[src/rtl/layer_seq.sv]
`default_nettype none
// ---------------------------------------------------------------------------
// layer_seq : walks the (frame, patch) grid of one layer, handshaking each patch with the PE array
// Rev 1.0
// ---------------------------------------------------------------------------
module layer_seq (
  input  logic        clk,
  input  logic        rst,
  input  logic        TOP_Sta,
  input  logic        Rst_Layer,
  input  logic [7:0]  CFG_NumPat,
  input  logic [7:0]  CFG_NumFrm,
  input  logic        GBF_Val,
  output logic        PE_Req,
  input  logic        PE_Ack,
  input  logic        PE_Done,
  output logic [7:0]  Pat_Idx,
  output logic [7:0]  Frm_Idx,
  output logic        Busy,
  output logic        Layer_Done,
  output logic [15:0] Cyc_Cnt
);

  typedef enum logic [2:0] {
    IDLE    = 3'd0,
    ISSUE   = 3'd1,
    RUN     = 3'd2,
    NEXT    = 3'd3,
    WAITGBF = 3'd4,
    DONE    = 3'd5
  } state_t;

  state_t     state;
  state_t     state_nxt;
  logic [7:0] num_pat;
  logic [7:0] num_frm;
  logic       pat_last;
  logic       frm_last;
  logic       start;

  // NEXT is only reachable with both counts >= 1, so the minus-one cannot underflow there
  assign pat_last = (Pat_Idx == (num_pat - 8'd1));
  assign frm_last = (Frm_Idx == (num_frm - 8'd1));
  assign start    = (state == IDLE) && TOP_Sta;

  always_comb begin
    state_nxt = state;
    if (Rst_Layer) begin
      state_nxt = IDLE;
    end else begin
      case (state)
        IDLE: begin
          if (TOP_Sta)
            state_nxt = ((CFG_NumPat == 8'd0) || (CFG_NumFrm == 8'd0)) ? DONE : ISSUE;
        end
        ISSUE:   if (PE_Ack)  state_nxt = RUN;
        RUN:     if (PE_Done) state_nxt = NEXT;
        NEXT: begin
          if (!pat_last)      state_nxt = ISSUE;
          else if (!frm_last) state_nxt = WAITGBF;
          else                state_nxt = DONE;
        end
        WAITGBF: if (GBF_Val) state_nxt = ISSUE;
        DONE:    state_nxt = IDLE;
        default: state_nxt = IDLE;
      endcase
    end
  end

  always_ff @(posedge clk or posedge rst) begin
    if (rst) begin
      state   <= IDLE;
      num_pat <= 8'd0;
      num_frm <= 8'd0;
      Pat_Idx <= 8'd0;
      Frm_Idx <= 8'd0;
      Cyc_Cnt <= 16'd0;
    end else begin
      state <= state_nxt;
      if (Rst_Layer) begin
        Pat_Idx <= 8'd0;
        Frm_Idx <= 8'd0;
        Cyc_Cnt <= 16'd0;
      end else begin
        if (start) begin
          num_pat <= CFG_NumPat;
          num_frm <= CFG_NumFrm;
          Pat_Idx <= 8'd0;
          Frm_Idx <= 8'd0;
          Cyc_Cnt <= 16'd0;
        end else if ((state != IDLE) && (Cyc_Cnt != 16'hFFFF)) begin
          Cyc_Cnt <= Cyc_Cnt + 16'd1;
        end
        if (state == NEXT) begin
          if (!pat_last) begin
            Pat_Idx <= Pat_Idx + 8'd1;
          end else if (!frm_last) begin
            Pat_Idx <= 8'd0;
            Frm_Idx <= Frm_Idx + 8'd1;
          end
        end
      end
    end
  end

  assign PE_Req     = (state == ISSUE);
  assign Busy       = (state != IDLE);
  assign Layer_Done = (state == DONE);

endmodule
`default_nettype wire
[config.mk]
export PLATFORM = sky130hd
export DESIGN_NAME = layer_seq
export DESIGN_NICKNAME = d
export VERILOG_FILES = /design/src/rtl/layer_seq.sv
export SDC_FILE = /design/constraint.sdc
export NUM_CORES = 1
export LEC_CHECK = 0
export ABC_AREA = 1
export BUFFER_PORTS_ARGS = -buffer_cell sky130_fd_sc_hd__buf_2
export CORE_MARGIN = 5
export CORE_UTILIZATION = 60
export CTS_CLUSTER_DIAMETER = 200
export CTS_CLUSTER_SIZE = 10
export DETAILED_ROUTE_END_ITERATION = 10
export PLACE_DENSITY_LB_ADDON = 0.3
export SYNTH_ARGS = -nofsm -noshare
export SYNTH_HDL_FRONTEND = slang
export SYNTH_SLANG_ARGS = --single-unit
[constraint.sdc]
create_clock -name clk -period 5.6 [get_ports clk]
set_input_delay 1.12 -clock clk [delete_from_list [all_inputs] [get_ports clk]]
set_output_delay 1.12 -clock clk [all_outputs]
set_load 0.005 [all_outputs]
==> results of run 1 <==
==> logic make-up after synthesis <==
| group | share of synthesized area [%] |
|---|---|
| AOI/OAI and AO/OA | 10.8 |
| xor gates and xnor gates | 3.51 |
| adders and majority gates | 1.79 |
| buffers and inverters | 9.35 |
| DFF | 36.5 |
| and+or+nand+nor | 38.0 |
==> per-stage QoR <==
| stage | util, % | total power, uW | hold slack (ps) | area, sq um |
|---|---|---|---|---|
| 3_5_place_dp | 68.8 | 1190 | 529 | 3840 |
| 5_1_grt | 71.3 | 1630 | 581 | 3970 |
| 3_3_place_gp | 68.8 | 1170 | 521 | 3840 |
| 2_1_floorplan | - | 1040 | 509 | 3490 |
| 4_1_cts | 71.3 | 1500 | 543 | 3970 |
| 6_report | 71.3 | 1500 | 537 | 3970 |
==> sequential cells by signal, summed over array words and instances, names as in the netlist <==
| name | cells |
|---|---|
| Cyc_Cnt | 16 |
| Frm_Idx | 8 |
| Pat_Idx | 8 |
| num_frm | 8 |
| num_pat | 8 |
| state | 3 |
==> report_power, final <==
| part | switching (uW) | leakage [uW] | internal [uW] |
|---|---|---|---|
| registers | 76.5 | 0.000685 | 440 |
| logic | 451 | 0.00136 | 225 |
| clock network | 128 | 0.0000644 | 178 |
| total | 656 | 0.00211 | 843 |
==> layout make-up <==
cell class | instances | area [sq um] | share of cell area [%]
clock inverter | 3 | 67.6 | 1.70
tap | 72 | 90.1 | 2.27
clock buffer | 5 | 68.8 | 1.73
sequential | 51 | 1280 | 32.1
inverter | 77 | 289 | 7.27
multi-input combinational | 370 | 1890 | 47.5
timing repair buffer | 58 | 293 | 7.37
==> how the worst max path moves through the flow <==
stage	endpoint
after floorplan	Cyc_Cnt[0]
after global placement	Cyc_Cnt[13]
after detailed placement	Cyc_Cnt[6]
after CTS	Cyc_Cnt[13]
after global routing	Cyc_Cnt[2]
final	Cyc_Cnt[6]
==> cell usage in the layout, fill, tap and decap left out, types with 4 or more instances in the layout <==
cell type / n
a21oi_1: 16
buf_2: 57
clkbuf_8: 5
dfrtp_1: 51
ha_1: 5
inv_1: 68
inv_2: 8
nand2_1: 137
nand2_2: 8
nand3_1: 41
nand3_2: 6
nand4_1: 9
nor2_1: 49
nor2_2: 6
nor2_4: 4
nor3_1: 11
nor4_1: 6
o21ai_0: 29
o21ai_1: 7
xor2_1: 11
==> worst max-delay path, cell delays in order <==
cell      delay (ps)
buf_2             90
nand3_1          430
nand2_1          590
inv_2            210
nand2_2          220
a21oi_1          100
a211oi_1         180
==> synth_stat cells (6+ instances only) <==
library cell / count / area, sq um
inv_1: 69 / 259
nor4_1: 6 / 37.5
clkbuf_1: 6 / 22.5
nand4_1: 9 / 56.3
xor2_1: 11 / 96.3
a21oi_1: 16 / 80.1
nor3_1: 11 / 55.1
nand3_2: 6 / 60.1
nand3_1: 41 / 205
o21ai_0: 29 / 145
nand2_1: 137 / 514
inv_2: 7 / 26.3
nor2_1: 49 / 184
nor2_2: 6 / 37.5
dfrtp_1: 51 / 1280
nand2_2: 8 / 50.1
o21ai_1: 7 / 35.0
==> layer usage <==
layer | track usage (%) | part of all wire [%] | vias up
met3 | 3.33 | 7.9 | 13
li1 | - | - | 1732
met4 | 6.66 | 1.2 | 0
met5 | 0 | 0 | -
met1 | 31.4 | 42 | 1632
met2 | 40.6 | 49 | 147
==> flow_summary_export.csv, run 1 <==
group,metric,value,unit
outcome,run_status,"complete, no violations",
pwr,peakVddDrop,256,uV
timing,tns,0,ps
timing,setup_ws,2880,ps
place,routabilityCongestion,0.937,
hold_path,hp-start,"Cyc_Cnt[7]",
detailed_routing,dr_total_vias,3524,
clock_tree,h-tree-depth,2,
clock_tree,insertion_delay,310,ps
clock_tree,clock_path_buffers,2,
detailed_routing,wl_per_cell,13.5,um
global_routing,grt_pass1_vias,3242,
final_layout,antennaDiodeCount,0,
timing,setup_viol,0,
floorplanning,rows,27,
clock_tree,clock_sinks,51,
global_routing,grt_usage,23.7,%
hold_path,min_to,"Cyc_Cnt[7]",
synth,synth_ff_type,"dfrtp_1",
timing,fin_crit_sh,48.6,%
clock_tree,cts_setup_buffers,0,
final_layout,syn_to_final_growth,13.8,%
worst_setup_path,r2r_cells,7,
worst_setup_path,crit_path_start,"TOP_Sta",
synth,synth_cell_types,35,
floorplanning,initial_core_util,62.6,%
timing,hold_viol_final,0,
pwr,leakagePower,0.00211,uW
synth,synth-async-reset-ratio,100,%
global_routing,antenna_found_initial,0,
timing,fmax,368,MHz
detailed_routing,dr.pass1.iters,5,
pwr,power_density,377,mW/mm^2
synth,seq_area_frac_synth,36.5,%
worst_setup_path,r2r_start,"state[0]",
clock_tree,clockRootBuffer,"clkbuf_8",
place,port_buffers,57,
final_layout,n_fill_cell,450,
clock_tree,cts_hold_buf,0,
synth,yosysWarnings,0,
worst_setup_path,r2r_slack,3110,ps
run,drv_cap,0,
worst_setup_path,r2r-end,"Cyc_Cnt[6]",
clock_tree,clkTransAtPathRegs,100,ps
synth,syn_inst,505,
detailed_routing,initialDrtViolationCount,302,
synth,ys_ff_latch,51,
floorplanning,die_y,86.3,um
synth,synth_edf_count,0,
timing,finalClockSkew,10.5,ps
worst_setup_path,worst_ep_required_time,5820,ps
worst_setup_path,worstPathArrival,2940,ps
global_routing,grt.overflow.total,0,
detailed_routing,drc,0,
final_layout,final_layout_size_suffix_gt1_share,18.6,%
detailed_routing,antenna_left,0,
worst_setup_path,cp-start-kind,"input port",
clock_tree,post_cts_resize_count,0,
hold_path,hp-class,"flop to flop",
final_layout,nets,591,
place,dpl.hpwl,6510,um
clock_tree,cts_buffers,5,
timing,period_minus_slack,2720,ps
worst_setup_path,crit_type,"input port to flop",
floorplanning,die_area,0.00745,sq mm
floorplanning,core,0.00557,sq mm
synth,syn_area,0.00349,sq mm
global_routing,grt_pass1_wl,14400,um
floorplanning,io_pins,58,
place,post-place-ws,2620,ps
timing,tightest_slew,1110,ps
final_layout,fin_cells,636,
timing,rsz0062_at_grt,"no",
detailed_routing,detail_route.vias_per_cell,5.54,
worst_setup_path,end_kind,"flop",
clock_tree,tritoncts,"done",
floorplanning,die_w,86.3,um
global_routing,grt_max_degree,52,
worst_setup_path,cp_max_fo,14,
synth,syn_nets,533,
timing,drv_slew,0,
place,place_inst,628,
detailed_routing,wirelength,8610,um
hold_path,hold_depth,1,
synth,synth_area_per_cell,6.92,sq um
timing,max-slew-margin-rel,26.0,%
(Power assumes the default switching activity.)
==> run 2: changes to the inputs <==
CORE_UTILIZATION = 51   (was 60)
clock period = 2.31 ns   (was 5.6 ns; I/O delays follow)
==> flow_summary_export.csv, run 2 (synthesis results as in run 1) <==
group,metric,value,unit
worst_setup_path,cp_num_buf_inv,2,
floorplanning,die_w,92.8,um
clock_tree,cts_setup_buffers,0,
worst_setup_path,crit_path_max_incr_delay,400,ps
final_layout,final_layout_size_suffix_gt1_share,19.2,%
timing,rsz0062_at_grt,"no",
place,routabilityCongestion,0.871,
clock_tree,cts_buffers,5,
clock_tree,insertion_delay,310,ps
detailed_routing,drc,0,
timing,fin_crit_sh,88.3,%
floorplanning,die_area,0.00860,sq mm
place,placed_area,0.00390,sq mm
timing,tns,0,ps
detailed_routing,antenna_left,0,
floorplanning,core,0.00672,sq mm
worst_setup_path,crit_type,"flop to flop",
timing,tightest_slew,568,ps
hold_path,hp-class,"input port to asynchronous set/reset pin",
detailed_routing,wl_per_cell,13.1,um
final_layout,antennaDiodeCount,0,
global_routing,antenna_found_initial,0,
clock_tree,h-tree-depth,2,
timing,fmax,490,MHz
final_layout,final_common_cell,"nand2_1",
clock_tree,clkTransAtPathRegs,100,ps
clock_tree,cts_hold_buf,0,
worst_setup_path,path_cells,"inv_1, ha_1, nand3_1, o21ai_1, nand2_1, nand2_1, nand2_1, nor2_1, nand2_1, a21oi_1, nand2_1, inv_1",
final_layout,largest_reg_flops,16,
pwr,leakagePower,0.00211,uW
place,port_buffers,57,
final_layout,layout_common_cells,"nand2_1, inv_1, buf_2, dfrtp_1, nor2_1",
timing,max-slew-margin-rel,62.1,%
timing,hold_viol_final,0,
clock_tree,clock_path_buffers,2,
timing,drv_slew,0,
timing,setup_viol,0,
final_layout,top_register,"Cyc_Cnt",
global_routing,grt.overflow.total,0,
detailed_routing,wirelength,8500,um
final_layout,final_area,0.00398,sq mm
worst_setup_path,worst_ep_required_time,2560,ps
worst_setup_path,end_kind,"flop",
clock_tree,post_cts_resize_count,0,
final_layout,nets,596,
pwr,power_density,864,mW/mm^2
worst_setup_path,worstPathArrival,2290,ps
place,dpl.hpwl,6530,um
pwr,peakVddDrop,421,uV
global_routing,grt_pass1_vias,3209,
floorplanning,rows,30,
detailed_routing,dr_total_vias,3402,
worst_setup_path,cp_max_fo,6,
global_routing,grt_max_degree,33,
worst_setup_path,cp_top_family,"simple AND/OR/NAND/NOR gates",
outcome,run_status,"complete, no violations",
worst_setup_path,cp-start-kind,"flop",
clock_tree,clockRootBuffer,"clkbuf_8",
final_layout,syn_to_final_growth,14.0,%
timing,finalClockSkew,6.52,ps
clock_tree,tritoncts,"done",
timing,period_minus_slack,2040,ps
run,drv_cap,0,
floorplanning,io_pins,58,
detailed_routing,dr.pass1.iters,4,
detailed_routing,initialDrtViolationCount,132,
global_routing,grt_usage,20.5,%
worst_setup_path,cp_slowest_cell,"dfrtp_1",
worst_setup_path,critPathMostFrequentCell,"nand2_1",
clock_tree,clock_sinks,51,
detailed_routing,detail_route.vias_per_cell,5.25,
floorplanning,initial_core_util,52.0,%
floorplanning,die_y,92.8,um
global_routing,grt_pass1_wl,14500,um
run 2: worst register-to-register path: cells and delay by family (launching register included):
family	cells	cell delay (ps)
buffers and inverters	2	200
AO/OA/AOI/OAI	2	510
AND/OR/NAND/NOR	7	660
flip-flops	1	400
adder cells (fa/ha/maj)	1	230
run 2: area by class of cell:
cell class / count / area, sq um
Clock buffer: 5 / 68.8
Clock inverter: 2 / 13.8
Fill cell: 630 / 2740
Inverter: 77 / 289
Multi-Input combinational cell: 370 / 1890
Sequential cell: 51 / 1280
Tap cell: 80 / 100
Timing Repair Buffer: 63 / 343
run 2: final timing paths:
kind	end	cells past startpoint	slack, ps	from
setup reg to reg	Pat_Idx[5]	12	270	num_frm[0]
setup / recovery	Pat_Idx[5]	12	270	num_frm[0]
hold / removal	Cyc_Cnt[0]	2	190	rst
hold reg to reg	Cyc_Cnt[13]	1	530	Cyc_Cnt[13]
max in group asynchronous	num_pat[5]	3	1560	rst
min in group clk	num_frm[1]	3	380	CFG_NumFrm[1]
run 2: power by group:
group / switching (uW) / internal [uW]
Clock: 298 / 208
Sequential: 180 / 1070
Combinational: 1110 / 577
Total: 1590 / 1850
run 2: per-stage QoR:
step	utilization (%)	worst slack [ps]	std cells	hold slack, ps	power, uW
after floorplan	-	493	505	509	2520
after global placement	58.0	374	641	508	2910
after detailed placement	58.0	298	641	511	2950
after CTS	59.2	271	648	205	3470
after global routing	59.2	1.19	648	228	3770
final	59.2	269	648	194	3440
run 2: routing by layer:
metal,up-vias,GRT usage [%],routed length (um)
met1,1581,28.0,3910
met3,8,3.17,310
met2,64,34.1,4170
met4,0,5.13,111
met5,-,0,0
li1,1749,-,-
==> run 3: changes to the inputs <==
ABC_AREA = unset   (was 1)
HOLD_SLACK_MARGIN = 0.06   (was unset)
==> flow_summary_export.csv, run 3 <==
group,metric,value,unit
place,dpl.hpwl,6040,um
detailed_routing,wirelength,8510,um
detailed_routing,dr.pass1.iters,5,
synth,synth_area_per_cell,9.07,sq um
run,drv_cap,0,
global_routing,grt_pass1_vias,2843,
synth,syn_area,0.00317,sq mm
place,routabilityCongestion,0.853,
synth,synthTopCellsByCount,"dfrtp_1, nor2_1, nand2_1, inv_1",
worst_setup_path,crit_type,"flop to flop",
final_layout,multi_input_area,0.00193,sq mm
floorplanning,core,0.00599,sq mm
global_routing,grt_usage,21.5,%
floorplanning,rows,28,
timing,hold_viol_final,0,
outcome,run_status,"complete, but fails checks",
detailed_routing,drc,0,
worst_setup_path,r2r_slack,-80,ps
pwr,power_density,592,mW/mm^2
worst_setup_path,worst_ep_required_time,2520,ps
timing,fmax,418,MHz
timing,setup_ws,-84.2,ps
global_routing,grt_use_met3,3.26,%
clock_tree,clock_path_buffers,2,
place,port_buffers,57,
worst_setup_path,crit_path_start,"num_pat[0]",
final_layout,layout_common_cells,"buf_2, dfrtp_1, nor2_1, buf_4, nand2_1",
synth,synth-async-reset-ratio,100,%
worst_setup_path,crit_path_max_incr_delay,510,ps
synth,ys_ff_latch,51,
clock_tree,clockRootBuffer,"clkbuf_8",
timing,finalClockSkew,6.21,ps
final_layout,top_register,"Cyc_Cnt",
worst_setup_path,cp_max_fo,6,
pwr,peakVddDrop,456,uV
worst_setup_path,end_kind,"flop",
detailed_routing,antenna_left,0,
outcome,failed_checks,"negative setup slack",
synth,synth_ff_type,"dfrtp_1",
synth,syn_inst,349,
global_routing,grt_max_degree,28,
synth,synth_edf_count,0,
place,post-place-ws,-67.9,ps
timing,tightest_slew,634,ps
synth,syn_nets,377,
final_layout,final_common_cell,"buf_2",
final_layout,nets,462,
synth,yosysWarnings,0,
timing,period_minus_slack,2390,ps
worst_setup_path,cp-start-kind,"flop",
floorplanning,io_pins,58,
clock_tree,h-tree-depth,2,
detailed_routing,initialDrtViolationCount,190,
worst_setup_path,path_cells,"buf_4, nor2_2, o21ai_0, a311oi_4, a211oi_4, or4_4, a311oi_2",
global_routing,antenna_found_initial,0,
clock_tree,insertion_delay,300,ps
worst_setup_path,r2r_start,"num_pat[0]",
final_layout,syn_to_final_growth,26.4,%
synth,synth_cell_types,50,
timing,fin_crit_sh,104,%
final_layout,fin_cells,509,
global_routing,gr-usage-met2,34.8,%
synth,yosys.area.top_type,"dfrtp_1",
final_layout,final_layout_size_suffix_gt1_share,30.9,%
detailed_routing,detail_route.vias_per_cell,5.94,
synth,yosysMostFrequentCell,"dfrtp_1",
global_routing,top_usage_layer,"met2",
hold_path,hp-class,"input port to asynchronous set/reset pin",
final_layout,largest_reg_flops,16,
final_layout,final_core_util,66.8,%
global_routing,grt.overflow.total,0,
synth,yosysTopAreaCellShare,40.3,%
final_layout,final_area,0.00400,sq mm
floorplanning,die_y,88.8,um
clock_tree,tritoncts,"done",
clock_tree,cts_hold_buf,0,
final_layout,regArea,0.00128,sq mm
timing,tns,-125,ps
floorplanning,die_w,88.8,um
timing,setup_viol,2,
pwr,leakagePower,0.00174,uW
clock_tree,clkTransAtPathRegs,90,ps
detailed_routing,dr_total_vias,3026,
place,placed_area,0.00370,sq mm
global_routing,grtUsageMet1,29.5,%
timing,drv_slew,0,
detailed_routing,wl_per_cell,16.7,um
synth,yosys-top-cells-area,"dfrtp_1, xnor2_1, nor2_1",
clock_tree,cts_buffers,5,
floorplanning,initial_core_util,52.8,%
final_layout,antennaDiodeCount,0,
clock_tree,clock_sinks,51,
global_routing,grt_pass1_wl,13500,um
floorplanning,die_area,0.00788,sq mm
worst_setup_path,worstPathArrival,2600,ps
timing,rsz0062_at_grt,"yes",
worst_setup_path,cp_slowest_cell,"or4_4",
place,place_inst,494,
synth,seq_area_frac_synth,40.3,%
final_layout,n_fill_cell,481,
timing,max-slew-margin-rel,57.7,%
-- run 3: changes by cell type in the layout (fill, tap and decap cells not counted), moves of 7 or more --
cell / previous run / this run
o2111ai_1: 0 / 7
nand2_2: 8 / 0
o21ai_1: 7 / 0
nand3_1: 41 / 14
xnor2_1: 3 / 17
and3_1: 0 / 8
inv_1: 68 / 17
mux2_2: 0 / 11
buf_4: 5 / 30
nand2_1: 137 / 26
o21ai_0: 29 / 17
nor2_1: 49 / 34
-- run 3: path summary, 6_finish.rpt --
check | endpoint | cells after the start
min in group clk | num_frm[0] | 3
worst min-delay path | Frm_Idx[7] | 2
worst max register to register | Pat_Idx[3] | 7
worst max-delay path | Pat_Idx[3] | 7
max in group asynchronous | Pat_Idx[6] | 3
worst min register to register | num_frm[7] | 1
-- run 3: power breakdown --
part | switching, uW | leakage [uW] | internal, uW | total [uW]
sequential | 93.0 | 0.000678 | 967 | 1060
combinational | 367 | 0.00102 | 336 | 702
clock | 289 | 0.0000513 | 318 | 607
total | 749 | 0.00174 | 1620 | 2370
-- run 3: cell type report --
cell class,count,area share [%]
multi-input cells,269,48.1
flip-flops and latches,51,31.9
well taps,75,2.35
clock inverters,1,0.751
repair buffers,88,13.3
clock buffers,6,1.81
inverters,19,1.78
-- run 3: per-stage QoR --
stage	hold slack, ps	total power, uW
after detailed placement	526	1650
after global placement	517	1620
after floorplan	489	1450
after CTS	217	2280
final	201	2370
after global routing	251	2490
-- run 3: critical path: cells and delay by family, from the launching register on --
family	cells	cell delay, ps
compound gates	4	1050
simple gates	2	690
flops	1	390
buf+inv	1	170
-- run 3: metal layers --
metal,routed length (um),up-vias
met5,0,-
met4,149,0
met3,443,20
met2,4220,90
met1,3700,1473
li1,-,1443
-- run 3: cells by family after synthesis --
| group | count (synthesis) | share of synthesized area [%] |
|---|---|---|
| AND/OR/NAND/NOR | 146 | 24.2 |
| AO/OA/AOI/OAI | 71 | 16.1 |
| flip-flops | 51 | 40.3 |
| XOR/XNOR | 32 | 8.85 |
| buffers and inverters | 30 | 3.76 |
| multiplexers | 14 | 4.86 |
| adder cells (fa/ha/maj) | 5 | 1.98 |
-- run 3: timing repair --
item / CTS / global route
buffers inserted: 1 / 6
gates cloned: 0 / 1
setup endpoints to repair: 13 / 17
pin swaps: 5 / 15
gates resized for setup: 10 / 16
